File: config.mk
export PLATFORM = sky130hd
export DESIGN_NAME = decode_stage
export DESIGN_NICKNAME = d
export VERILOG_FILES = /design/src/rtl/decode_stage.sv
export SDC_FILE = /design/constraint.sdc
export NUM_CORES = 1
export LEC_CHECK = 0
export CAP_MARGIN = 20
export CORE_MARGIN = 2
export CORE_UTILIZATION = 25
export DETAILED_ROUTE_END_ITERATION = 16
export SYNTH_ARGS = -nofsm -noshare
export SYNTH_HDL_FRONTEND = slang
export SYNTH_SLANG_ARGS = --single-unit
File: constraint.sdc
create_clock -name clk -period 3.5 [get_ports clk]
set_input_delay 0.525 -clock clk [delete_from_list [all_inputs] [get_ports clk]]
set_output_delay 0.525 -clock clk [all_outputs]
set_load 0.01 [all_outputs]
File: src/rtl/decode_stage.sv
// RV64I decode: drives RegisterFile read ports, bypasses same-cycle writeback and registers operands/immediate/control into ID/EX.
// Latency 1 cycle; holds ID/EX and drops in_ready while !out_ready, and inserts a single bubble on load-use.
module decode_stage #(
    parameter int DATA_WIDTH = 64,
    parameter int REG_ADDR_W = 5,
    parameter int CNT_W      = 16
) (
    input  logic                  clk,
    input  logic                  reset,
    input  logic                  in_valid,
    output logic                  in_ready,
    input  logic [31:0]           instruction,
    output logic [REG_ADDR_W-1:0] RS1,
    output logic [REG_ADDR_W-1:0] RS2,
    input  logic [DATA_WIDTH-1:0] ReadData1,
    input  logic [DATA_WIDTH-1:0] ReadData2,
    input  logic                  wb_RegWrite,
    input  logic [REG_ADDR_W-1:0] wb_RD,
    input  logic [DATA_WIDTH-1:0] wb_WriteData,
    input  logic                  flush,
    output logic                  out_valid,
    input  logic                  out_ready,
    output logic [2:0]            ex_opclass,
    output logic [2:0]            ex_funct3,
    output logic                  ex_funct7b5,
    output logic [REG_ADDR_W-1:0] ex_rd,
    output logic                  ex_reg_write,
    output logic                  ex_mem_read,
    output logic [DATA_WIDTH-1:0] ex_rs1_val,
    output logic [DATA_WIDTH-1:0] ex_rs2_val,
    output logic [DATA_WIDTH-1:0] ex_imm,
    output logic [CNT_W-1:0]      stall_count
);

    typedef enum logic [2:0] {
        OC_R   = 3'd0,
        OC_I   = 3'd1,
        OC_LD  = 3'd2,
        OC_ST  = 3'd3,
        OC_BR  = 3'd4,
        OC_ILL = 3'd7
    } opclass_e;

    typedef struct packed {
        opclass_e              opclass;
        logic                  reg_write;
        logic                  mem_read;
        logic                  rs2_used;
        logic [DATA_WIDTH-1:0] imm;
    } dec_t;

    dec_t                  dec;
    logic [DATA_WIDTH-1:0] rs1_val;
    logic [DATA_WIDTH-1:0] rs2_val;
    logic                  hazard;

    assign RS1 = instruction[19:15];
    assign RS2 = instruction[24:20];

    // RegisterFile only commits at the edge, so a same-cycle writeback must be forwarded here.
    always_comb begin
        rs1_val = ReadData1;
        rs2_val = ReadData2;
        if (RS1 == '0)
            rs1_val = '0;
        else if (wb_RegWrite && wb_RD == RS1)
            rs1_val = wb_WriteData;
        if (RS2 == '0)
            rs2_val = '0;
        else if (wb_RegWrite && wb_RD == RS2)
            rs2_val = wb_WriteData;
    end

    always_comb begin
        dec           = '0;
        dec.opclass   = OC_ILL;
        case (instruction[6:0])
            7'b0110011: begin
                dec.opclass   = OC_R;
                dec.reg_write = 1'b1;
                dec.rs2_used  = 1'b1;
            end
            7'b0010011: begin
                dec.opclass   = OC_I;
                dec.reg_write = 1'b1;
                dec.imm       = {{(DATA_WIDTH-12){instruction[31]}}, instruction[31:20]};
            end
            7'b0000011: begin
                dec.opclass   = OC_LD;
                dec.reg_write = 1'b1;
                dec.mem_read  = 1'b1;
                dec.imm       = {{(DATA_WIDTH-12){instruction[31]}}, instruction[31:20]};
            end
            7'b0100011: begin
                dec.opclass  = OC_ST;
                dec.rs2_used = 1'b1;
                dec.imm      = {{(DATA_WIDTH-12){instruction[31]}},
                                instruction[31:25], instruction[11:7]};
            end
            7'b1100011: begin
                dec.opclass  = OC_BR;
                dec.rs2_used = 1'b1;
                dec.imm      = {{(DATA_WIDTH-13){instruction[31]}}, instruction[31],
                                instruction[7], instruction[30:25], instruction[11:8], 1'b0};
            end
            default: ;
        endcase
    end

    // Load in EX whose result the incoming instruction needs: hold it back one cycle.
    assign hazard = out_valid && ex_mem_read && (ex_rd != '0) &&
                    ((ex_rd == RS1) || ((ex_rd == RS2) && dec.rs2_used));

    assign in_ready = flush || ((!out_valid || out_ready) && !hazard);

    always_ff @(posedge clk or negedge reset) begin
        if (!reset) begin
            out_valid    <= 1'b0;
            ex_opclass   <= '0;
            ex_funct3    <= '0;
            ex_funct7b5  <= 1'b0;
            ex_rd        <= '0;
            ex_reg_write <= 1'b0;
            ex_mem_read  <= 1'b0;
            ex_rs1_val   <= '0;
            ex_rs2_val   <= '0;
            ex_imm       <= '0;
            stall_count  <= '0;
        end else if (flush) begin
            out_valid <= 1'b0;
        end else if (in_valid && in_ready) begin
            out_valid    <= 1'b1;
            ex_opclass   <= dec.opclass;
            ex_funct3    <= instruction[14:12];
            ex_funct7b5  <= instruction[30];
            ex_rd        <= dec.reg_write ? instruction[11:7] : '0;
            ex_reg_write <= dec.reg_write;
            ex_mem_read  <= dec.mem_read;
            ex_rs1_val   <= rs1_val;
            ex_rs2_val   <= rs2_val;
            ex_imm       <= dec.imm;
        end else if (hazard && out_ready) begin
            out_valid <= 1'b0;
            if (stall_count != '1)
                stall_count <= stall_count + CNT_W'(1);
        end else if (out_ready) begin
            out_valid <= 1'b0;
        end
    end

endmodule
==> results.json <==
{
  "synth_edf_count": 0,
  "dr.first_iter.drc_count": 371,
  "path_class": "input port to output port",
  "dpl_worst_slack_ns": 0.266,
  "antenna_found_initial": 0,
  "synth.lib_cells_used.distinct": 40,
  "period_needed_ns": 3.25,
  "antenna_cells": 0,
  "report.final.slew_viol_count": 0,
  "grt_pass1_vias": 8020,
  "required_ns": 2.97,
  "fill_cells": 3474,
  "ctsHoldBuffers": 0,
  "ys_seq_elements": 172,
  "reg2reg_depth": 7,
  "worstSetupEndpointType": "output port",
  "setup_viol": 0,
  "final_nets": 1493,
  "wirelength_mm": 32.4,
  "fp.dieW_um": 194,
  "crit_chain": "clkdlybuf4s50_1, nand4bb_4, or3_1, o22ai_2, nand2b_1, a21o_1, clkdlybuf4s50_1",
  "seq_area_um2": 4300,
  "worstPathArrival_ns": 2.72,
  "async_flop_share": 1.00,
  "grt_max_degree": 78,
  "die_area_um2": 37600,
  "slowest_stage": "clkdlybuf4s50_1",
  "cts_sinks": 172,
  "maxSlewHeadroom": 0.580,
  "finalClockSkew_ns": 0.0105,
  "netlist_instances": 863,
  "cts_tree": "yes",
  "grt_pass1_wl_mm": 49.7,
  "worstPathMaxFanout": 6,
  "setup_tns_ns": 0,
  "critPathLaunchType": "input port",
  "drv_cap": 0,
  "multi_input_area_um2": 3850,
  "grt_overflow": 0,
  "start_util": 0.253,
  "row_count": 69,
  "ant_nets": 0,
  "root_buffer": "clkbuf_16",
  "status": "finished, final reports clean",
  "areaGrowthSynthToFinish_pct": 59.5,
  "crit_top_cell": "clkdlybuf4s50_1",
  "synth_nets": 1099,
  "io_pins": 469,
  "clock_path_buffers": 2,
  "placed_area_um2": 13800,
  "postLayoutCellArea_um2": 14400,
  "synth_ff_type": "dfrtp_1",
  "ys_warn_count": 0,
  "cts_setup_buffers": 0,
  "final_cell_mix": "467 x clkdlybuf4s50_1, 172 x dfrtp_1, 165 x nand2_1",
  "cts_buffers": 17,
  "p_per_area_nw_per_um2": 402,
  "drc": 0,
  "vdd_drop_max_mv": 0.325,
  "finalWorstSetupSlack_ns": 0.253,
  "dr_total_vias": 7849,
  "grt_usage": 0.171,
  "syn_area_per_cell_um2": 10.4,
  "hpwlAfterDp_mm": 24.4,
  "totalPowerFinal_mw": 5.77,
  "drive_above_1_share": 0.0614,
  "viasPerCell": 4.53,
  "gp_congestion": 0.808,
  "clk_pin_slew_ns": 0.06,
  "worstHoldPathType": "input port to asynchronous set/reset pin",
  "rsz0062_at_grt": "false",
  "cp_slowest_stage_delay_ns": 0.52,
  "timing.fmax_ghz": 0.308,
  "syn_area_um2": 9010,
  "firstDrtPassIters": 4,
  "final_common_cell": "clkdlybuf4s50_1",
  "leakage_nw": 5.64,
  "post_cts_resized": 0,
  "hold_viol_final": 0,
  "die_height_um": 194,
  "clock_latency_ns": 0.45,
  "tightest_slew_ns": 0.628,
  "fin_crit_sh": 0.928,
  "h-tree-depth": 4,
  "synth_seq_area_share": 0.478,
  "wire_per_inst_um": 18.7,
  "coreArea_um2": 35600,
  "io_buffers": 468
}
-- registers in the layout (all words and copies together) (netlist names), 3 cells and up --
signal and count:
ex_rs2_val 64, ex_opclass 3, ex_rs1_val 64, ex_funct3 3, stall_count 16, ex_imm 13
ex_rd 5
-- worst max-delay path, delay by kind of cell --
family / cells / cell delay, ns
AO/OA/AOI/OAI: 2 / 0.45
buffers and inverters: 2 / 0.99
AND/OR/NAND/NOR: 3 / 0.75
-- stage by stage --
stage	hold slack, ns	cells	util
after global routing	0.0812	1731	0.404
final	0.0509	1731	0.404
after detailed placement	0.464	1699	0.388
after global placement	0.459	1699	0.388
after CTS	0.0609	1731	0.404
after floorplan	0.229	863	-
-- final timing paths --
check / to / startpoint / slack (ns)
min reg2reg: ex_imm[7]$_DFFE_PN0P_ / ex_imm[7]$_DFFE_PN0P_ / 0.48
max: in_ready / instruction[1] / 0.25
max reg2reg: ex_rs1_val[39]$_DFFE_PN0P_ / ex_rd[4]$_DFFE_PN0P_ / 1.11
max in group asynchronous: ex_rs1_val[3]$_DFFE_PN0P_ / reset / 2.48
min: ex_rs2_val[30]$_DFFE_PN0P_ / reset / 0.05
min in group clk: ex_imm[7]$_DFFE_PN0P_ / ex_imm[7]$_DFFE_PN0P_ / 0.48
-- cells in the mapped netlist (all sizes together) (6+ instances only) --
| master | number | area share |
|---|---|---|
| dfrtp | 172 | 0.48 |
| clkbuf | 12 | 0.0050 |
| mux2 | 6 | 0.0075 |
| inv | 13 | 0.0054 |
| mux2i | 128 | 0.14 |
| o31ai | 136 | 0.11 |
| nor3 | 12 | 0.0067 |
| o21ai | 15 | 0.0083 |
| xnor2 | 14 | 0.014 |
| nand2 | 165 | 0.069 |
| xor2 | 21 | 0.020 |
| nand3 | 8 | 0.0044 |
| buf | 111 | 0.089 |
| nor2 | 13 | 0.0054 |
-- layer usage --
layer | GRT usage | share of wire
met1 | 0.209 | 0.42
met5 | 0 | 0
met4 | 0.0598 | 0.026
met2 | 0.281 | 0.47
met3 | 0.0583 | 0.078
-- cell families (layout without fill, tap and decap cells) --
group | Yosys count | in the layout | synth area share
AND/OR/NAND/NOR | 221 | 221 | 0.105
flip-flops | 172 | 172 | 0.478
AO/OA/AOI/OAI | 164 | 164 | 0.133
buffers and inverters | 136 | 543 | 0.0992
multiplexers | 134 | 134 | 0.150
XOR/XNOR | 35 | 35 | 0.0340
adder cells (fa/ha/maj) | 1 | 1 | 0.00139
-- area by class of cell --
cell class	instances	area share
clock inverters	11	0.00740
flip-flops and latches	172	0.300
repair buffers	498	0.349
multi-input cells	555	0.268
well taps	461	0.0402
inverters	13	0.00340
clock buffers	21	0.0327
-- where the power goes --
group	internal, mW	switching (mW)
logic	0.861	0.632
registers	2.23	0.139
clock network	1.04	0.863
total	4.13	1.63
Note: power is estimated with default switching activity, not from simulation.
